## src/rtl/io_target_responder.sv

```systemverilog
// io_target_responder
// Device-side responder behind one chip select of the I/O bridge. It holds
// NREGS 32-bit control registers; the top one is a read-only window onto
// status_i. The responder inserts WAIT_STATES cycles before acknowledging,
// keeps ack_o high until the strobe falls, and then zeroes the data bus.
module io_target_responder #(
   parameter int          NREGS       = 16,
   parameter int          WAIT_STATES = 1,
   parameter logic [31:0] REG_RST     = 32'h0
) (
   input  logic                clk_i,
   input  logic                rst_ni,
   input  logic                cs_i,
   input  logic                cyc_i,
   input  logic                stb_i,
   input  logic                we_i,
   input  logic [3:0]          sel_i,
   input  logic [31:0]         adr_i,
   input  logic [31:0]         dat_i,
   output logic                ack_o,
   output logic                stall_o,
   output logic [31:0]         dat_o,
   input  logic [31:0]         status_i,
   output logic [NREGS*32-1:0] regs_o,
   output logic [NREGS-1:0]    wr_strobe_o
);

   localparam int             IW         = $clog2(NREGS);
   localparam logic [IW-1:0]  STATUS_IDX = IW'(NREGS - 1);
   localparam logic [3:0]     WAIT_LOAD  = (WAIT_STATES > 0) ? 4'(WAIT_STATES - 1) : 4'd0;

   typedef enum logic [1:0] {
      ST_IDLE = 2'd0,
      ST_WAIT = 2'd1,
      ST_ACK  = 2'd2
   } state_t;

   state_t         state;
   state_t         next_state;
   logic [3:0]     cnt;
   logic [3:0]     cnt_next;
   logic           capture;
   logic           commit;

   // Request fields latched in IDLE so the bridge may change them while we wait
   logic           cap_we;
   logic [3:0]     cap_sel;
   logic [IW-1:0]  cap_idx;
   logic [31:0]    cap_dat;

   // Fields of the transfer being committed: live bus in IDLE, latched copy later
   logic           x_we;
   logic [3:0]     x_sel;
   logic [IW-1:0]  x_idx;
   logic [31:0]    x_dat;

   logic [31:0]    rd_data;
   logic           ack_next;
   logic           stall_next;
   logic [31:0]    dat_next;
   logic [NREGS-1:0] strobe_next;

   logic [31:0]    regs [NREGS-1];

   // Address bits outside the register index are deliberately ignored
   logic           unused_adr;
   assign unused_adr = ^{adr_i[31:IW+2], adr_i[1:0]};

   // Byte-lane merge: lanes with be set take new data, others keep the old value
   function automatic logic [31:0] merge_bytes(input logic [31:0] old_val,
                                               input logic [31:0] new_val,
                                               input logic [3:0]  be);
      logic [31:0] res;
      res = old_val;
      for (int b = 0; b < 4; b++) begin
         if (be[b]) begin
            res[b*8 +: 8] = new_val[b*8 +: 8];
         end else begin
            res[b*8 +: 8] = old_val[b*8 +: 8];
         end
      end
      return res;
   endfunction

   // Select live bus fields in IDLE (zero-wait commit) or the latched request otherwise
   always_comb begin
      if (state == ST_IDLE) begin
         x_we  = we_i;
         x_sel = sel_i;
         x_idx = adr_i[IW+1:2];
         x_dat = dat_i;
      end else begin
         x_we  = cap_we;
         x_sel = cap_sel;
         x_idx = cap_idx;
         x_dat = cap_dat;
      end
   end

   // Flat register view; the top slot always mirrors live status
   always_comb begin
      regs_o = '0;
      for (int k = 0; k < NREGS - 1; k++) begin
         regs_o[k*32 +: 32] = regs[k];
      end
      regs_o[(NREGS-1)*32 +: 32] = status_i;
   end

   // Read mux over the flat view, so the status slot is sampled at commit time
   always_comb begin
      rd_data = regs_o[32*int'(x_idx) +: 32];
   end

   // Next-state logic: request qualification, wait countdown, abort and ack release
   always_comb begin
      next_state = state;
      cnt_next   = cnt;
      capture    = 1'b0;
      commit     = 1'b0;
      case (state)
         ST_IDLE: begin
            if (cs_i && cyc_i && stb_i) begin
               capture = 1'b1;
               if (WAIT_STATES == 0) begin
                  next_state = ST_ACK;
                  commit     = 1'b1;
               end else begin
                  next_state = ST_WAIT;
                  cnt_next   = WAIT_LOAD;
               end
            end else begin
               next_state = ST_IDLE;
            end
         end
         ST_WAIT: begin
            if (!cyc_i) begin
               next_state = ST_IDLE;
               cnt_next   = 4'd0;
            end else if (cnt == 4'd0) begin
               next_state = ST_ACK;
               commit     = 1'b1;
            end else begin
               cnt_next = cnt - 4'd1;
            end
         end
         ST_ACK: begin
            if (!stb_i) begin
               next_state = ST_IDLE;
            end else begin
               next_state = ST_ACK;
            end
         end
         default: begin
            next_state = ST_IDLE;
            cnt_next   = 4'd0;
         end
      endcase
   end

   // Output values for the next cycle, derived from the upcoming state
   always_comb begin
      ack_next   = (next_state == ST_ACK);
      stall_next = (next_state != ST_IDLE);
      if (commit && x_we && (x_idx != STATUS_IDX)) begin
         strobe_next = {{(NREGS-1){1'b0}}, 1'b1} << x_idx;
      end else begin
         strobe_next = '0;
      end
      if (commit) begin
         dat_next = x_we ? 32'h0 : rd_data;
      end else if (next_state == ST_ACK) begin
         dat_next = dat_o;
      end else begin
         dat_next = 32'h0;
      end
   end

   // State, counter and registered bus outputs
   always_ff @(posedge clk_i) begin
      if (!rst_ni) begin
         state       <= ST_IDLE;
         cnt         <= 4'd0;
         ack_o       <= 1'b0;
         stall_o     <= 1'b0;
         dat_o       <= 32'h0;
         wr_strobe_o <= '0;
      end else begin
         state       <= next_state;
         cnt         <= cnt_next;
         ack_o       <= ack_next;
         stall_o     <= stall_next;
         dat_o       <= dat_next;
         wr_strobe_o <= strobe_next;
      end
   end

   // Latch the request fields when a request is accepted in IDLE
   always_ff @(posedge clk_i) begin
      if (!rst_ni) begin
         cap_we  <= 1'b0;
         cap_sel <= 4'h0;
         cap_idx <= '0;
         cap_dat <= 32'h0;
      end else if (capture) begin
         cap_we  <= we_i;
         cap_sel <= sel_i;
         cap_idx <= adr_i[IW+1:2];
         cap_dat <= dat_i;
      end
   end

   // Writable register file: byte-masked update on the edge that enters ACK
   always_ff @(posedge clk_i) begin
      if (!rst_ni) begin
         for (int k = 0; k < NREGS - 1; k++) begin
            regs[k] <= REG_RST;
         end
      end else begin
         for (int k = 0; k < NREGS - 1; k++) begin
            if (commit && x_we && (x_idx == IW'(k))) begin
               regs[k] <= merge_bytes(regs[k], x_dat, x_sel);
            end
         end
      end
   end

endmodule
```

## config.mk

```make
export PLATFORM = sky130hd
export DESIGN_NAME = io_target_responder
export DESIGN_NICKNAME = d
export VERILOG_FILES = /design/src/rtl/io_target_responder.sv
export SDC_FILE = /design/constraint.sdc
export NUM_CORES = 1
export LEC_CHECK = 0
export CORE_AREA = 2 2 260 262
export CTS_CLUSTER_DIAMETER = 100
export CTS_CLUSTER_SIZE = 20
export DETAILED_ROUTE_END_ITERATION = 16
export DIE_AREA = 0 0 262 264
export PLACE_DENSITY = 0.68
export SLEW_MARGIN = 5
export SYNTH_ARGS = -nofsm -noshare
export SYNTH_HDL_FRONTEND = slang
export SYNTH_SLANG_ARGS = --single-unit
```

## constraint.sdc

```tcl
create_clock -name clk_i -period 3.8 [get_ports clk_i]
set_clock_uncertainty 0.2 [all_clocks]
set_input_delay 0.76 -clock clk_i [delete_from_list [all_inputs] [get_ports clk_i]]
set_output_delay 0.76 -clock clk_i [all_outputs]
set_load 0.05 [all_outputs]
```

==> flow_summary.ini, run 1 <==
[setup_path]
startpoint_type = flip-flop
crit_start = state[0]
endpoint = regs[1][152]
path_class = flip-flop to flip-flop
r2r_start = state[0]
critPathRequiredTime_ps = 3910
r2r_end = regs[1][152]
ff2ff_path_depth = 6
endpoint_kind = flip-flop
crit_fanout = 24
r2r_slack_ps = 530
crit_arrival_ps = 3380

[synthesis]
synth_area_sq_um = 23400
ys_ff_latch = 577
synth_ff_type = edfxtp_1
syn_nets = 2065
synth_warnings = 0
synth_top_cell_by_area = edfxtp_1
synthTopCellsByArea = edfxtp_1 62%, dfxtp_1 8.3%, o22ai_1 6.9%
yosys.cell_types.count = 45
ys_seq_area_frac = 0.700
avgSynthCellArea_sq_um = 11.9
synthCells = 1957
synth_top_cell_area_share = 0.617
synth_edf_count = 480
synthArstFlopShare = 0

[sta]
slew_viol_final = 0
setup_viol = 0
period_needed_ps = 3270
timing.final.crit_share = 0.862
fmax_mhz = 305
fin_ws_ps = 525
worst-slew-pin-transition_ps = 1210
setup_tns_ps = 0
finalHoldViolations = 0
slew_headroom = 0.193
rsz0062_at_grt = no

[place]
place_area_sq_um = 31200
place.detailed.hpwl_um = 71400
place.port_buffers = 639
gp_congestion = 0.948
place_ws_ps = 30.7

[cts]
cts-buffers-inserted = 36
cts_setup_buffers = 0
htree_num_levels = 2
clkTransAtPathRegs_ps = 80
holdBufCountCts = 0
cts_resized = 0
root_buffer = clkbuf_16
cts_tree = done
cts_buffer_depth = 3
insertion_delay_ps = 560
clock_sinks = 577

[detailed_routing]
viasPerCell = 5.72
post_drt_wl_per_cell_um = 28.2
routed_wl_um = 98600
routed-via-count = 20000
drc_errors = 0
first_iter_violations = 2496
first_pass_iters = 5
antenna_left = 0

[layout]
nets = 2705
synthToLayoutAreaGrowth_pct = 38.1
num_antenna_cells = 0
stdcell_area_sq_um = 32300
utilization = 0.485
drive_above_1_share = 0.0923

[floorplanning]
rows = 95
chipHeight_um = 264
dieArea_sq_um = 69200
start_util = 0.351
core_sq_um = 66600
die_w_um = 262
pin_count = 668

[pwr]
power_density_nw_per_um2 = 442
power_leakage_nw = 11.3
ir_drop_mv = 0.355

[global_routing]
grt_overflow = 0
grt_max_degree = 67
track_usage = 0.275
grt_pass1_vias = 19600
antenna_found_initial = 0
grt_pass1_wl_um = 138000

[worst_hold_path]
min_path_cells = 2
min_path_type = flip-flop to flip-flop
hold_start = dat_o[20]

[run_status]
outcome = complete, no violations

[job]
drv_cap = 0
-- critical path, stage by stage, from the launching register on --
cell and delay, ps:
dfxtp_1 430, or2_4 440, buf_4 290, a21o_1 270, a21oi_1 920, nor2_1 210
buf_4 240
-- through the flow --
step	std cells	power [W]	hold WS [ps]
2_1_floorplan	1957	0.00913	236
4_1_cts	3495	0.0143	250
3_3_place_gp	3432	0.0103	233
3_5_place_dp	3432	0.0104	239
5_1_grt	3495	0.0146	267
6_report	3495	0.0143	247
-- logic make-up (layout without fill, tap and decap cells) --
family / count (synthesis) / in the layout / synth area share
AOI/OAI and AO/OA: 515 / 515 / 0.125
xor gates and xnor gates: 2 / 2 / 0.000750
adders and majority gates: 2 / 2 / 0.00107
buffers and inverters: 224 / 889 / 0.0506
DFF: 577 / 577 / 0.700
muxes: 38 / 38 / 0.0166
other: 1 / 1 / 0.000160
and+or+nand+nor: 598 / 598 / 0.106
-- placed cells by master, fill, tap and decap left out, types with 34 or more instances in the layout --
cell,netlist,layout
clkdlybuf4s50_1,0,638
edfxtp_1,480,480
nor2_1,382,381
o22ai_1,256,256
buf_4,37,160
nand2_1,134,129
o21ai_0,110,110
dfxtp_1,97,97
a21oi_1,90,90
o21ai_1,52,52
clkbuf_16,0,37
mux2i_1,34,34
-- power breakdown --
part	internal, W	switching (W)	total (W)
clock network	0.00186	0.00214	0.00400
logic	0.000886	0.00199	0.00288
registers	0.00716	0.000225	0.00738
total	0.00990	0.00436	0.0143
-- synthesized netlist by cell type, types with 2 or more instances --
library cell  number
a21oi_1           90
a31oi_1            2
and2_1             3
and3_1             7
buf_2            103
buf_4             37
buf_6             10
clkbuf_1          59
dfxtp_1           97
edfxtp_1         480
ha_1               2
inv_1             15
mux2_2             3
mux2i_1           34
nand2_1          134
nand2_2            4
nand2_4            4
nand2b_1           5
nand3_1            5
nand3b_1           4
nand4_1           32
nor2_1           382
nor2b_1            4
nor3_1             3
nor4_1             2
o21ai_0          110
o21ai_1           52
o22ai_1          256
xnor2_1            2
-- state kept, by name (all words and copies together) (netlist names), 2 cells and up --
name	count
cap_sel	4
cap_idx	4
cap_dat	32
regs	480
state	2
cnt	4
wr_strobe_o	16
dat_o	32
-- cell type report --
type / count / area, sq um
clock buffer: 58 / 1000
clock inverter: 5 / 50.0
fill: 5872 / 34300
inverter: 15 / 58.8
multi-input combinational: 1156 / 5890
sequential: 577 / 16400
tap: 873 / 1090
timing repair buffer: 811 / 7830
-- how the worst min path moves through the flow --
stage | to | slack (ps)
after CTS | dat_o[20] | 250
after floorplan | cap_dat[31] | 240
after global routing | dat_o[31] | 270
final | dat_o[20] | 250
after detailed placement | dat_o[20] | 240
after global placement | dat_o[23] | 230
-- per-layer routing --
metal	up-vias	track usage	part of all wire
met1	9838	0.336	0.36
li1	8415	-	-
met2	1491	0.471	0.49
met4	0	0.114	0.044
met3	260	0.0550	0.10
met5	-	0	0
Power figures use the tool's default switching activity.
==> run 2: changes to the inputs <==
Settings changed: CELL_PAD_IN_SITES_DETAIL_PLACEMENT set to 1, CELL_PAD_IN_SITES_GLOBAL_PLACEMENT set to 1, CORE_AREA 2 2 260 262 to 2 2 257 259, CTS_BUF_LIST set to sky130_fd_sc_hd__clkbuf_8, DIE_AREA 0 0 262 264 to 0 0 259 261, PLACE_DENSITY 0.68 to 0.84.
==> flow_summary.ini, run 2 (synthesis results as in run 1) <==
[global_routing]
grt_pass1_vias = 20900
track_usage = 0.306
grt_max_degree = 65
grt_pass1_wl_um = 149000
grt_overflow = 0
antenna_found_initial = 5

[cts]
cts_tree = done
clkTransAtPathRegs_ps = 130
cts_setup_buffers = 0
cts-buffers-inserted = 35
holdBufCountCts = 0
cts_resized = 0
insertion_delay_ps = 660
cts_buffer_depth = 3
htree_num_levels = 2
clock_sinks = 577
root_buffer = clkbuf_8

[floorplanning]
rows = 94
die_w_um = 259
chipHeight_um = 261
dieArea_sq_um = 67600
start_util = 0.359
core_sq_um = 65000
pin_count = 668

[detailed_routing]
viasPerCell = 5.87
first_pass_iters = 5
routed_wl_um = 108000
antenna_left = 0
post_drt_wl_per_cell_um = 31.1
first_iter_violations = 2396
drc_errors = 0
routed-via-count = 20400

[run_status]
outcome = complete, no violations

[place]
gp_congestion = 0.974
place.detailed.hpwl_um = 79500
place_area_sq_um = 31100
place.port_buffers = 639

[sta]
period_needed_ps = 3560
rsz0062_at_grt = no
worst-slew-pin-transition_ps = 1290
timing.final.crit_share = 0.938
fmax_mhz = 281
finalHoldViolations = 0
slew_headroom = 0.139
setup_viol = 0
slew_viol_final = 0

[pwr]
p_seq_frac = 0.552
power_leakage_nw = 11.2
p_int_w = 0.00901
p_switching_w = 0.00437
p_comb_frac = 0.222
p_sw_frac = 0.327
ir_drop_mv = 0.242
power_density_nw_per_um2 = 421
clkPwrFrac = 0.226

[layout]
regArea_sq_um = 16400
largest_reg_flops = 480
synthToLayoutAreaGrowth_pct = 36.1
final_cell_mix = 638 x clkdlybuf4s50_1, 480 x edfxtp_1, 380 x nor2_1, 256 x o22ai_1, 155 x buf_4
largestRegisters = regs x480, cap_dat x32, dat_o x32
multi_input_area_sq_um = 5920
largest-register = regs
nFillCells = 6926
stdcell_area_sq_um = 31800
nets = 2696
mostFrequentLayoutCell = clkdlybuf4s50_1
drive_above_1_share = 0.0922
utilization = 0.489

[setup_path]
slowest_delay_ps = 560
ff2ff_path_depth = 8
crit_arrival_ps = 3720
crit_fanout = 19
cp_cell_sequence = or2_4 > buf_4 > nand3b_1 > nand2_2 > nor2b_1 > nand2_2 > a21oi_1 > buf_4
endpoint_kind = flip-flop
critPathSlowestCell = dfxtp_1
critPathRequiredTime_ps = 3960
path_class = flip-flop to flip-flop
startpoint_type = flip-flop

[worst_hold_path]
min_path_cells = 2
min_path_type = flip-flop to flip-flop

[job]
drv_cap = 0
-- run 2: cell types whose count changed in the layout (fill, tap and decap cells not counted), sizes merged --
cell	previous run	this run
buf	173	165
bufinv	0	1
clkbuf	58	37
diode	0	5
inv	19	39
-- run 2: path summary, 6_finish.rpt --
check	start	end	slack, ps
worst max-delay path	state[0]	regs[0][188]	240
worst min-delay path	dat_o[19]	dat_o[19]	260
worst max register to register	state[0]	regs[0][188]	240
worst min register to register	dat_o[19]	dat_o[19]	260
-- run 2: final cells by class --
cell class	instances	share of cell area
Antenna cell	5	0.000393
Clock buffer	37	0.0160
Clock inverter	26	0.00405
Inverter	15	0.00185
Multi-Input combinational cell	1156	0.186
Sequential cell	577	0.514
Tap cell	864	0.0340
Timing Repair Buffer	803	0.243
-- run 2: per-layer routing --
metal  wire, um  global-route usage
met1      41100               0.387
met2      50700               0.493
met3      11900              0.0893
met4       4620               0.125
met5          0                   0
-- run 2: power by group through the flow --
stage	combinational (W)	sequential (W)	clock (W)
global route	0.00305	0.00740	0.00322
CTS	0.00293	0.00738	0.00304
detailed placement	0.00292	0.00752	0
finish	0.00297	0.00739	0.00302
floorplan	0.000773	0.00836	0
global placement	0.00285	0.00750	0
-- run 2: critical path: cells and delay by family (launching register included) --
family | cells | cell delay [ps]
compound gates | 1 | 360
buf+inv | 2 | 610
flops | 1 | 560
simple gates | 5 | 1530
-- run 2: metrics by stage --
stage                     power (W)  instances  setup TNS, ps  setup WS, ps  hold WS (ps)
after floorplan             0.00913       1957              0           957           236
after global placement       0.0104       3414              0          58.7           237
after detailed placement     0.0104       3414           -849         -88.3           245
after CTS                    0.0134       3477              0           274           262
after global routing         0.0137       3482              0          59.8           284
final                        0.0134       3483              0           237           260
